$ cat config.mk
export PLATFORM = sky130hd
export DESIGN_NAME = seq_pos_add
export DESIGN_NICKNAME = d
export VERILOG_FILES = /design/src/rtl/pos_add_digit.sv /design/src/rtl/seq_pos_add.sv
export SDC_FILE = /design/constraint.sdc
export NUM_CORES = 1
export LEC_CHECK = 0
export ABC_AREA = 0
export BUFFER_PORTS_ARGS = -buffer_cell sky130_fd_sc_hd__buf_2
export CORE_MARGIN = 2
export CORE_UTILIZATION = 53
export DETAILED_ROUTE_END_ITERATION = 16
export GPL_ROUTABILITY_DRIVEN = 0
export PLACE_DENSITY = 0.89
export SETUP_SLACK_MARGIN = 0.3
export SYNTH_ARGS = -nofsm -noshare
export SYNTH_HDL_FRONTEND = slang
export SYNTH_SLANG_ARGS = --single-unit
$ cat constraint.sdc
create_clock -name clk -period 2.7 [get_ports clk]
set_input_delay 0.54 -clock clk [delete_from_list [all_inputs] [get_ports clk]]
set_output_delay 0.54 -clock clk [all_outputs]
set_load 0.005 [all_outputs]
$ cat src/rtl/pos_add_digit.sv
// Gate-level ripple adder for one N_DIGIT-bit digit; purely combinational (zero latency).
// No handshake: the sequencer decides when the sum is captured.
module pos_add_digit #(
    parameter int N_DIGIT = 4
) (
    input  logic [N_DIGIT-1:0] a,
    input  logic [N_DIGIT-1:0] b,
    input  logic               cin,
    output wire  [N_DIGIT-1:0] sum,
    output wire                cout
);

    wire [N_DIGIT:0]   cy;
    wire [N_DIGIT-1:0] p;
    wire [N_DIGIT-1:0] g;
    wire [N_DIGIT-1:0] t;

    assign cy[0] = cin;

    for (genvar k = 0; k < N_DIGIT; k++) begin : g_bit
        xor u_p   (p[k], a[k], b[k]);
        xor u_s   (sum[k], p[k], cy[k]);
        and u_g   (g[k], a[k], b[k]);
        and u_t   (t[k], p[k], cy[k]);
        or  u_c   (cy[k+1], g[k], t[k]);
    end

    assign cout = cy[N_DIGIT];

endmodule

$ cat src/rtl/seq_pos_add.sv
// Digit-serial unsigned adder c = a + b: N_DIG cycles from accept to out_valid, one op in flight.
// in_ready only in IDLE; result and out_valid hold until out_ready.
module seq_pos_add #(
    parameter int N_BITS_L = 8,
    parameter int N_BITS_R = 8,
    parameter int N_DIGIT  = 4
) (
    input  logic                clk,
    input  logic                rst,
    input  logic                in_valid,
    output logic                in_ready,
    input  logic [N_BITS_L-1:0] a,
    input  logic [N_BITS_R-1:0] b,
    output logic                out_valid,
    input  logic                out_ready,
    output logic [N_BITS_L:0]   c
);

    localparam int N_DIG   = (N_BITS_L + N_DIGIT - 1) / N_DIGIT;
    localparam int CNT_W   = (N_DIG > 1) ? $clog2(N_DIG) : 1;
    localparam int W_PAD   = N_DIG * N_DIGIT;
    localparam int TOP_OFF = N_BITS_L - (N_DIG - 1) * N_DIGIT;
    localparam logic [CNT_W-1:0] LAST = CNT_W'(N_DIG - 1);

    typedef enum logic [1:0] {IDLE, BUSY, DONE} state_t;

    state_t            state;
    state_t            state_nxt;
    logic [W_PAD-1:0]  a_sh;
    logic [W_PAD-1:0]  b_sh;
    logic              carry;
    logic [CNT_W-1:0]  cnt;
    logic [N_BITS_L:0] c_reg;
    logic              last;
    wire [N_DIGIT-1:0] dsum;
    wire               dcout;
    wire               top_bit;

    pos_add_digit #(.N_DIGIT(N_DIGIT)) u_digit (
        .a    (a_sh[N_DIGIT-1:0]),
        .b    (b_sh[N_DIGIT-1:0]),
        .cin  (carry),
        .sum  (dsum),
        .cout (dcout)
    );

    // With a zero-padded top digit the carry into bit N_BITS_L lands inside that digit's sum.
    if (TOP_OFF == N_DIGIT) begin : g_top_cout
        assign top_bit = dcout;
    end else begin : g_top_pad
        assign top_bit = dsum[TOP_OFF];
    end

    assign last = (cnt == LAST);

    always_ff @(posedge clk or posedge rst) begin
        if (rst) begin
            state <= IDLE;
        end else begin
            state <= state_nxt;
        end
    end

    always_comb begin
        state_nxt = state;
        case (state)
            IDLE:    if (in_valid)  state_nxt = BUSY;
            BUSY:    if (last)      state_nxt = DONE;
            DONE:    if (out_ready) state_nxt = IDLE;
            default: state_nxt = IDLE;
        endcase
    end

    always_ff @(posedge clk or posedge rst) begin
        if (rst) begin
            a_sh  <= '0;
            b_sh  <= '0;
            carry <= 1'b0;
            cnt   <= '0;
            c_reg <= '0;
        end else begin
            case (state)
                IDLE: begin
                    if (in_valid) begin
                        a_sh  <= W_PAD'(a);
                        b_sh  <= W_PAD'(b);
                        carry <= 1'b0;
                        cnt   <= '0;
                    end
                end
                BUSY: begin
                    a_sh  <= a_sh >> N_DIGIT;
                    b_sh  <= b_sh >> N_DIGIT;
                    carry <= dcout;
                    cnt   <= cnt + 1'b1;
                    for (int i = 0; i < N_BITS_L; i++) begin
                        if (cnt == CNT_W'(i / N_DIGIT)) c_reg[i] <= dsum[i % N_DIGIT];
                    end
                    if (last) c_reg[N_BITS_L] <= top_bit;
                end
                default: ;
            endcase
        end
    end

    assign in_ready  = (state == IDLE);
    assign out_valid = (state == DONE);
    assign c         = c_reg;

endmodule
* Word-level counts from Yosys, hierarchy flattened
Cells that the tools add are included.
** Operators by class
- Bitwise logic cells :: 21
- Add/sub/neg operators :: 1
- Multiplexer cells :: 11
- Eq/ne operators :: 5
- Reduce and logical (&&, ||, !) cells :: 6
** Operators with widths (count)
- $pmux 8 s2 :: 2
- $mux 8 :: 2
- $and 1x1->1 :: 8
- $xor 1x1->1 :: 8
- $mux 2 :: 3
- $pmux 2 s3 :: 1
- $reduce_and 2->1 :: 3
- $ne 2x2->1 const B :: 2
- $or 1x1->1 :: 4
- $pmux 1 s2 :: 2
- $reduce_and 3->1 :: 1
- $eq 2x1->1 const B :: 1
- $eq 2x2->1 const B :: 1
- $logic_not 2->1 :: 1
- $ne 2x1->1 const B :: 1
- $reduce_bool 2->1 :: 1
- $add 1x1->1 const B :: 1
- $mux 1 :: 1
- $not 1->1 :: 1
** Word-level totals
- Input port bits :: 20
- Register bits after elaboration :: 29
- Output and inout bits :: 11
- Logic and storage cells :: 51

* Longest topological paths before layout
Gate-level depths: netlist of run 1.
- Depth after elaboration :: 10
- Mapped depth :: 8
- Gate-level depth less buffers :: 8

* Modules after synthesis
From an unflattened synthesis of run 1, not the netlist that was laid out.
** Second synthesis, totals
- Cell total of the unflattened synthesis :: 124
- Area total of the unflattened synthesis :: 1362.6 µm²
** By module, submodules not included
- seq_pos_add :: area an instance 1244.9 µm², sequential area each 725.7 µm², cells each 110, times used 1
- pos_add_digit :: area an instance 117.6 µm², sequential area each 0.0 µm², cells each 14, times used 1

* Worst setup path after synthesis of run 1
No wires, ideal clock.
- Path kind :: reg2reg
- Start point :: register a_sh[0]
- End point :: register c_reg[3] (netlist: c[3])
- Library setup time :: 0.079 ns
- Cell stages (with the launch flop) :: 9
- Slack :: 0.670 ns
- Clock period less this slack :: 2.030 ns
- Buffers on the path :: 0
- Arrival :: 1.950 ns
- Data required time :: 2.621 ns
- Path through :: dfrtp_1 > inv_1 > fa_1 > inv_1 > fa_1 > fa_1 > inv_1 > fa_1 > mux2i_1
** On the way
- Cells in the longest elaborated chain, start to end :: 8
- Elaborated cells on any way between the ends :: 9
- Those cells by class :: bitwise (9)
** Ends and longest elaborated chain
- start, declared :: RTL line seq_pos_add.sv:29 : logic [W_PAD-1:0] a_sh;
- start signal, assigned :: RTL line seq_pos_add.sv:85 : a_sh <= W_PAD'(a);
- start signal, assigned :: RTL line seq_pos_add.sv:92 : a_sh <= a_sh >> N_DIGIT;
- $xor 1x1->1 :: RTL line pos_add_digit.sv:21 : xor u_p (p[k], a[k], b[k]);
- $and 1x1->1 :: RTL line pos_add_digit.sv:24 : and u_t (t[k], p[k], cy[k]);
- $or 1x1->1 (*) :: RTL line pos_add_digit.sv:25 : or u_c (cy[k+1], g[k], t[k]);
- $and 1x1->1 (*) :: RTL line pos_add_digit.sv:24
- $or 1x1->1 (*) :: RTL line pos_add_digit.sv:25
- $and 1x1->1 (*) :: RTL line pos_add_digit.sv:24
- $or 1x1->1 (*) :: RTL line pos_add_digit.sv:25
- $xor 1x1->1 (*) :: RTL line pos_add_digit.sv:22 : xor u_s (sum[k], p[k], cy[k]);
- end signal, assigned by index :: RTL line seq_pos_add.sv:97 : if (cnt == CNT_W'(i / N_DIGIT)) c_reg[i] <= dsum[i % N_DIGIT];
- end signal, assigned by index :: RTL line seq_pos_add.sv:99 : if (last) c_reg[N_BITS_L] <= top_bit;
- end, declared :: RTL line seq_pos_add.sv:33 : logic [N_BITS_L:0] c_reg;
Mark *: on every way between the ends. The rest lies on a longest branch, timed or not.
A chain may end at the register's enable or synchronous reset.

* Worst setup path after layout of run 1
Same ends and word-level chain as after synthesis.

==> results of run 1 <==
## logic make-up (layout without fill, tap and decap cells)
family,Yosys count,in the layout,share of synthesized area
DFF,29,29,0.505
AOI/OAI and AO/OA,22,22,0.140
adders and majority gates,4,4,0.0558
muxes,9,9,0.0662
and+or+nand+nor,29,29,0.152
buffers and inverters,27,59,0.0810
## synth_stat cells, types with 2 or more instances
cell type	number	area, sq um
a221oi_1	3	26.3
a32o_1	3	30.0
buf_2	3	15.0
clkbuf_1	2	7.51
dfrtp_1	29	726
fa_1	4	80.1
inv_1	20	75.1
mux2_1	2	22.5
mux2_2	2	22.5
mux2i_1	5	50.1
nand2_1	5	18.8
nand2b_1	4	25.0
nand3b_1	5	37.5
nor2_1	4	15.0
nor4b_1	3	26.3
o221a_2	5	56.3
o221ai_1	5	43.8
or4b_1	5	50.1
## cell usage in the layout, fill, tap and decap left out, types with 3 or more instances in the layout
| cell | n |
|---|---|
| nor4b_1 | 3 |
| clkbuf_4 | 5 |
| inv_1 | 20 |
| nor2_1 | 4 |
| nand2_1 | 5 |
| nand2b_1 | 4 |
| fa_1 | 4 |
| o221ai_1 | 5 |
| mux2i_1 | 5 |
| a32o_1 | 3 |
| dfrtp_1 | 29 |
| o221a_2 | 5 |
| or4b_1 | 5 |
| buf_2 | 30 |
| a221oi_1 | 3 |
| nand3b_1 | 5 |
## routing by layer
metal	vias to the layer above	share of wire
met4	0	0.014
met3	4	0.059
met2	30	0.50
li1	493	-
met1	516	0.42
met5	-	0
## report_power, final
group	leakage, nW	internal, mW	switching (mW)
Combinational	0.429	0.465	0.386
Sequential	0.355	0.651	0.224
Clock	0.0413	0.151	0.140
## final cells by class
cell class,instances,share of cell area
clock inverters,1,0.00301
clock buffers,7,0.0392
multi-input cells,64,0.358
flip-flops and latches,29,0.437
well taps,30,0.0226
inverters,20,0.0452
repair buffers,31,0.0950
## worst paths after layout
| kind | from | end |
|---|---|---|
| max | a_sh[0] | c[3] |
| min | rst | c[4] |
| max reg2reg | a_sh[0] | c[3] |
| min reg2reg | c[1] | c[1] |
| max in group asynchronous | rst | b_sh[2] |
| min in group clk | out_ready | state[1] |
## worst max-delay path, delay by kind of cell, from the launching register on
| kind | cells | cell delay, ns |
|---|---|---|
| fa+ha+maj | 4 | 1.39 |
| buf+inv | 3 | 0.23 |
| flops | 1 | 0.37 |
| mux | 1 | 0.13 |
==> impl_metrics.csv, run 1 <==
group,metric,value,unit
global_route,gr-usage-met3,0.0721,
clock_network,cts-root-buf,"clkbuf_4",
routing,final_antenna_net_count,0,
place,hpwlAfterDp,1990,microns
global_route,top_usage_layer,"met2",
floorplan,core_area,2520,sq um
sta,setup_viol,0,
layout,largest_reg_flops,9,
setup_path,critPathRequiredTime,2.94,ns
layout,nFillCells,202,
global_route,met1_usage,0.234,
sta,whs,0.281,ns
global_route,grt_pass1_wl,4540,microns
sta,maxSlewViolCount,0,
layout,nNetsFinal,175,
setup_path,cpPeakStageDelay,0.42,ns
routing,drc,0,
job,maxCapViolCount,0,
routing,avgRoutedWirePerCell,14.6,microns
yosys,yosys_warnings,0,
setup_path,worst_setup_path_end_kind,"flop",
sta,tightest_slew,0.799,ns
routing,vias,1043,
global_route,grtUsageMet2,0.306,
sta,hold_viol,0,
sta,period_minus_slack,2.20,ns
place,dpl.cell_count,174,
clock_network,cts_hold_buf,0,
sta,skew,0.00892,ns
pwr,total_power,2.02,mW
clock_network,htree_levels,2,
setup_path,critical-path-slowest-cell,"fa_1",
place,post-place-ws,0.519,ns
setup_path,rr_worst_depth,8,
setup_path,crit_path_start_kind,"flop",
routing,drtIter0Drc,22,
yosys,syn-mean-instance-area,12.0,sq um
setup_path,worstPathCellList,"inv_1 -> fa_1 -> inv_1 -> fa_1 -> fa_1 -> inv_1 -> fa_1 -> mux2i_1",
place,placed_area,1590,sq um
yosys,syn-instance-count,120,
layout,final_area,1660,sq um
clock_network,cts.repair.resized,0,
floorplan,chipHeight,56.1,microns
setup_path,cp_data_arrival_time,2.43,ns
setup_path,ff2ff_setup_slack,0.50,ns
run_status,status,"complete, no violations",
global_route,grt_usage,0.192,
pwr,leakagePower,0.825,nW
layout,multi_input_area,594,sq um
layout,stdcell_count,182,
clock_network,cts_tree,"built",
pwr,power_density,1210,nW/um^2
yosys,synthesis.area,1440,sq um
routing,wl,2660,microns
floorplan,io_pins,31,
global_route,grt_pass1_vias,992,
sta,fin_crit_sh,0.813,
yosys,synth.ff_latch_count,29,
floorplan,die-width,56.1,microns
sta,grt_setup_unrepaired,"false",
yosys,synth.distinct_cells,29,
global_route,overflow,0,
setup_path,path_max_fanout,2,
layout,syn_to_final_growth,15.6,%
global_route,antenna_found_initial,0,
global_route,grt_max_degree,30,
sta,worst_slack,0.504,ns
clock_network,post_cts_buffers,0,
place,numPortBuffers,30,
clock_network,clk_path_buf_depth,2,
floorplan,rows,18,
pwr,peakVddDrop,672,uV
sta,setup_tns,0,ns
floorplan,start_util,0.569,
yosys,synthArstFlopShare,1.00,
clock_network,worstSkewPairLatency,0.32,ns
layout,seq_area,726,sq um
clock_network,clk_pin_slew,0.09,ns
routing,dr.pass1.iters,4,
setup_path,crit_top_cell,"fa_1",
sta,maxSlewHeadroom,0.468,
yosys,synth_seq_area_share,0.505,
setup_path,worstSetupPathType,"reg -> reg",
sta,max_freq,455,MHz
layout,fin_util,0.658,
hold_path,min_path_type,"in -> async",
clock_network,numCtsBuffers,5,
layout,antennaDiodeCount,0,
layout,drive_gt1_frac,0.336,
yosys,synth_edf_count,0,
floorplan,die_area,3140,sq um
clock_network,numClockSinks,29,
routing,routed_via_density,5.73,
yosys,synth_nets,144,
yosys,yosys_most_used_dff,"dfrtp_1",
Note: power is estimated with default switching activity, not from simulation.
==> inputs of run 2 (changes only) <==
==> constraint.sdc (replaced) <==
create_clock -name clk -period 2.12 [get_ports clk]
set_input_delay 0.424 -clock clk [delete_from_list [all_inputs] [get_ports clk]]
set_output_delay 0.424 -clock clk [all_outputs]
set_load 0.005 [all_outputs]
==> run 2 against run 1 <==
Routed wire length up 3.8%. Power up 34%. Die area unchanged. Hold slack worse by 0.13 ns. Highest routed layer unchanged.
==> impl_metrics.csv, run 2 (synthesized netlist as in run 1, its figures left out) <==
group,metric,value,unit
run_status,status,"complete, no violations",
sta,max_freq,477,MHz
global_route,grt_usage,0.203,
pwr,total_power,2.70,mW
layout,largest_reg_flops,9,
global_route,grt_pass1_wl,4880,microns
sta,period_minus_slack,2.10,ns
sta,setup_viol,0,
setup_path,critical-path-slowest-cell,"fa_1",
floorplan,die-width,56.1,microns
clock_network,numCtsBuffers,5,
sta,fin_crit_sh,0.989,
pwr,peakVddDrop,999,uV
clock_network,cts_tree,"built",
layout,syn_to_final_growth,18.7,%
global_route,antenna_found_initial,0,
routing,wl,2760,microns
layout,drive_gt1_frac,0.419,
floorplan,rows,18,
setup_path,worstPathCellList,"inv_2 -> fa_1 -> inv_1 -> fa_2 -> fa_2 -> inv_2 -> fa_1 -> mux2i_1",
routing,avgRoutedWirePerCell,14.9,microns
routing,routed_via_density,5.61,
clock_network,cts-root-buf,"clkbuf_4",
routing,drc,0,
setup_path,rr_worst_depth,8,
sta,worst_slack,0.0227,ns
routing,final_antenna_net_count,0,
routing,vias,1037,
setup_path,critPathRequiredTime,2.36,ns
place,dpl.cell_count,175,
layout,antennaDiodeCount,0,
setup_path,worstSetupPathType,"reg -> reg",
clock_network,clk_path_buf_depth,2,
global_route,grt_pass1_vias,1057,
sta,maxSlewViolCount,0,
setup_path,worst-path-buf-inv,3,
setup_path,crit_path_start_kind,"flop",
setup_path,worst_setup_path_end_kind,"flop",
floorplan,chipHeight,56.1,microns
clock_network,worstSkewPairLatency,0.32,ns
layout,final_cell_mix,"30 x buf_2, 27 x dfrtp_1, 16 x inv_1",
clock_network,numClockSinks,29,
sta,setup_tns,0,ns
setup_path,path_max_fanout,2,
place,post-place-ws,0.00918,ns
clock_network,clk_pin_slew,0.09,ns
sta,maxSlewHeadroom,0.760,
layout,stdcell_count,185,
routing,dr.pass1.iters,4,
pwr,power_density,1580,nW/um^2
routing,drtIter0Drc,31,
setup_path,crit_cells,8,
floorplan,die_area,3140,sq um
floorplan,start_util,0.569,
sta,grt_setup_unrepaired,"true",
setup_path,cpPeakStageDelay,0.43,ns
sta,tightest_slew,0.359,ns
job,maxCapViolCount,0,
layout,final_common_cell,"buf_2",
place,hpwlAfterDp,2090,microns
pwr,leakagePower,0.837,nW
global_route,grt_max_degree,30,
place,numPortBuffers,30,
floorplan,core_area,2520,sq um
layout,nNetsFinal,178,
setup_path,cp_data_arrival_time,2.34,ns
clock_network,htree_levels,2,
setup_path,critPathTopFamily,"adder cells",
hold_path,min_path_type,"in -> async",
sta,hold_viol,0,
sta,skew,0.00540,ns
global_route,overflow,0,
floorplan,io_pins,31,
[run 2: changes by cell type in the layout (fill, tap and decap cells not counted), moves of 2 or more]
cell	previous run	this run
fa_1	4	2
inv_1	20	16
fa_2	0	2
inv_2	0	4
dfrtp_1	29	27
buf_4	1	4
[run 2: tightest hold or removal path: cells and delay by family]
family / cells / cell delay [ns]
buffers and inverters: 3 / 0.46
[run 2: layout make-up]
cell class,count,area (sq um)
timing repair buffer,34,180
clock inverter,1,5.00
sequential,29,731
inverter,20,75.1
multi-input combinational,64,612
tap,30,37.5
clock buffer,7,65.1
fill,196,817
[run 2: power by group]
| group | switching (mW) | leakage (nW) | internal [mW] |
|---|---|---|---|
| clock network | 0.185 | 0.0413 | 0.192 |
| logic | 0.538 | 0.443 | 0.661 |
| registers | 0.281 | 0.352 | 0.838 |
| total | 1.00 | 0.837 | 1.69 |
[run 2: worst paths after layout]
path                                start  endpoint  slack, ns
worst max register to register    b_sh[0]      c[7]       0.02
worst max-delay path              b_sh[0]      c[7]       0.02
worst min register to register       c[1]      c[1]       0.51
max in group asynchronous             rst  state[1]       1.67
worst min-delay path                  rst   a_sh[5]       0.16
min in group clk                out_ready  state[1]       0.29
[run 2: per-stage QoR]
stage                     area, sq um  hold slack (ns)   util
after floorplan                  1440            0.466      -
after global placement           1600            0.461  0.635
after detailed placement         1600            0.485  0.635
after CTS                        1690            0.148  0.668
after global routing             1710            0.169  0.676
final                            1710            0.155  0.676
[run 2: metal layers]
layer	routed length, microns	global-route usage
met1	1180	0.266
met5	0	0
met2	1390	0.311
met4	20	0.0612
met3	173	0.0791
[run 2: repair_timing]
| item | 4_1_cts | 5_1_grt |
|---|---|---|
| endpoints found under the setup margin | 8 | 8 |
| setup buffers | 1 | 1 |
| pin swaps | 2 | 1 |
| hold buffers | 0 | 0 |
| gates resized for setup | 2 | 6 |
==> inputs of run 3 (changes only) <==
--- a/config.mk
+++ b/config.mk
@@ -12,6 +12,7 @@
 export DETAILED_ROUTE_END_ITERATION = 16
 export GPL_ROUTABILITY_DRIVEN = 0
 export PLACE_DENSITY = 0.89
+export RECOVER_POWER = 50
 export SETUP_SLACK_MARGIN = 0.3
 export SYNTH_ARGS = -nofsm -noshare
 export SYNTH_HDL_FRONTEND = slang
==> run 3 against run 2 <==
The run now ends with capacitance limit left. Non-clock buffer count unchanged. Power decreased by 0.28%. Clock-buffer cell count unchanged. First-iteration DRC count unchanged. Final cell count unchanged. Critical endpoint unchanged. Largest cell class unchanged. Highest routed layer unchanged.
==> impl_metrics.csv, run 3 (synthesized netlist as in run 1, its figures left out) <==
group,metric,value,unit
clock_network,clk_path_buf_depth,2,
setup_path,worstSetupPathType,"reg -> reg",
sta,max_freq,477,MHz
place,numPortBuffers,30,
sta,maxSlewHeadroom,0.00135,
sta,maxSlewViolCount,0,
layout,antennaDiodeCount,0,
clock_network,cts_tree,"built",
sta,skew,0.00539,ns
floorplan,start_util,0.569,
sta,hold_viol,0,
sta,period_minus_slack,2.10,ns
layout,largest_reg_flops,9,
routing,drc,0,
floorplan,chipHeight,56.1,microns
routing,dr.pass1.iters,4,
layout,nFillCells,199,
sta,fin_crit_sh,0.989,
place,hpwlAfterDp,2090,microns
setup_path,critical-path-slowest-cell,"fa_1",
layout,multi_input_area,612,sq um
clock_network,cts-root-buf,"clkbuf_4",
floorplan,io_pins,31,
clock_network,worstSkewPairLatency,0.32,ns
setup_path,worstPathCellList,"inv_2 -> fa_1 -> inv_1 -> fa_2 -> fa_2 -> inv_2 -> fa_1 -> mux2i_1",
layout,fin_util,0.673,
global_route,overflow,0,
setup_path,rr_worst_depth,8,
sta,grt_setup_unrepaired,"true",
routing,vias,1040,
pwr,power_density,1580,nW/um^2
floorplan,core_area,2520,sq um
clock_network,clk_pin_slew,0.09,ns
sta,setup_viol,0,
run_status,violations,"capacitance limit",
hold_path,whs_path_depth,2,
setup_path,cp_data_arrival_time,2.34,ns
layout,final_cell_mix,"30 x buf_2, 28 x dfrtp_1, 16 x inv_1",
layout,nNetsFinal,178,
routing,avgRoutedWirePerCell,15.0,microns
global_route,grt_usage,0.203,
layout,final_common_cell,"buf_2",
floorplan,rows,18,
run_status,status,"finished, violations left",
setup_path,cpPeakStageDelay,0.43,ns
setup_path,path_max_fanout,2,
pwr,peakVddDrop,995,uV
layout,stdcell_count,185,
place,post-place-ws,0.00918,ns
floorplan,die-width,56.1,microns
setup_path,worst_setup_path_end_kind,"flop",
pwr,leakagePower,0.830,nW
routing,drtIter0Drc,31,
clock_network,numClockSinks,29,
place,dpl.cell_count,175,
global_route,grt_pass1_vias,1057,
setup_path,crit_path_start_kind,"flop",
global_route,grt_pass1_wl,4880,microns
routing,final_antenna_net_count,0,
setup_path,critPathRequiredTime,2.36,ns
job,maxCapViolCount,1,
global_route,grt_max_degree,30,
layout,syn_to_final_growth,18.1,%
routing,routed_via_density,5.62,
floorplan,die_area,3140,sq um
sta,worst_slack,0.0228,ns
routing,wl,2780,microns
clock_network,htree_levels,2,
global_route,antenna_found_initial,0,
layout,drive_gt1_frac,0.400,
layout,seq_area,729,sq um
sta,tightest_slew,1.50,ns
hold_path,min_path_type,"in -> reg",
clock_network,numCtsBuffers,5,
clock_network,cts_hold_buf,0,
==> run 3: changes by cell type in the layout (fill, tap and decap cells not counted), sizes merged <==
cell    change
clkbuf      +2
buf         -2
==> run 3: path summary, 6_finish.rpt <==
check | from | end | slack, ns
max in group asynchronous | rst | state[1] | 0.46
worst max register to register | b_sh[0] | c[7] | 0.02
worst max-delay path | b_sh[0] | c[7] | 0.02
worst min-delay path | out_ready | state[1] | 0.29
min in group asynchronous | rst | state[0] | 0.60
worst min register to register | c[1] | c[1] | 0.51
==> run 3: report_power, final <==
part	switching, mW	total [mW]	leakage (nW)	internal (mW)
registers	0.283	1.12	0.353	0.836
logic	0.539	1.19	0.436	0.652
clock network	0.185	0.377	0.0413	0.192
total	1.01	2.69	0.830	1.68
==> run 3: final cells by class <==
type                            instances  share of cell area
Clock inverter                          1             0.00295
Clock buffer                            7              0.0383
Timing Repair Buffer                   34               0.102
Multi-Input combinational cell         64               0.361
Sequential cell                        29               0.430
Inverter                               20              0.0442
Tap cell                               30              0.0221
==> run 3: through the flow <==
step                      instance area (sq um)  hold WS (ns)  total power, mW  setup TNS, ns
after detailed placement                   1600         0.485             2.27              0
after CTS                                  1690         0.148             2.69              0
after global placement                     1600         0.461             2.18              0
final                                      1700         0.295             2.69              0
after global routing                       1700         0.265             2.95         -0.206
after floorplan                            1440         0.466             1.93              0
==> run 3: critical path, delay by kind of cell (launching register included) <==
kind                     cells  cell delay, ns
adder cells (fa/ha/maj)      4            1.27
buffers and inverters        3            0.17
flip-flops                   1            0.40
multiplexers                 1            0.17
==> run 3: metal layers <==
metal	track usage	vias to the layer above	wire length [microns]
li1	-	497	-
met1	0.266	506	1200
met2	0.311	35	1400
met3	0.0791	2	163
met4	0.0612	0	20
met5	0	-	0
==> run 3: what timing repair did <==
| action | CTS | global route |
|---|---|---|
| hold endpoints to repair | 0 | 0 |
| gates resized for setup | 2 | 6 |
| endpoints found under the setup margin | 8 | 8 |
| pin swaps | 2 | 1 |
| buffers inserted | 1 | 1 |
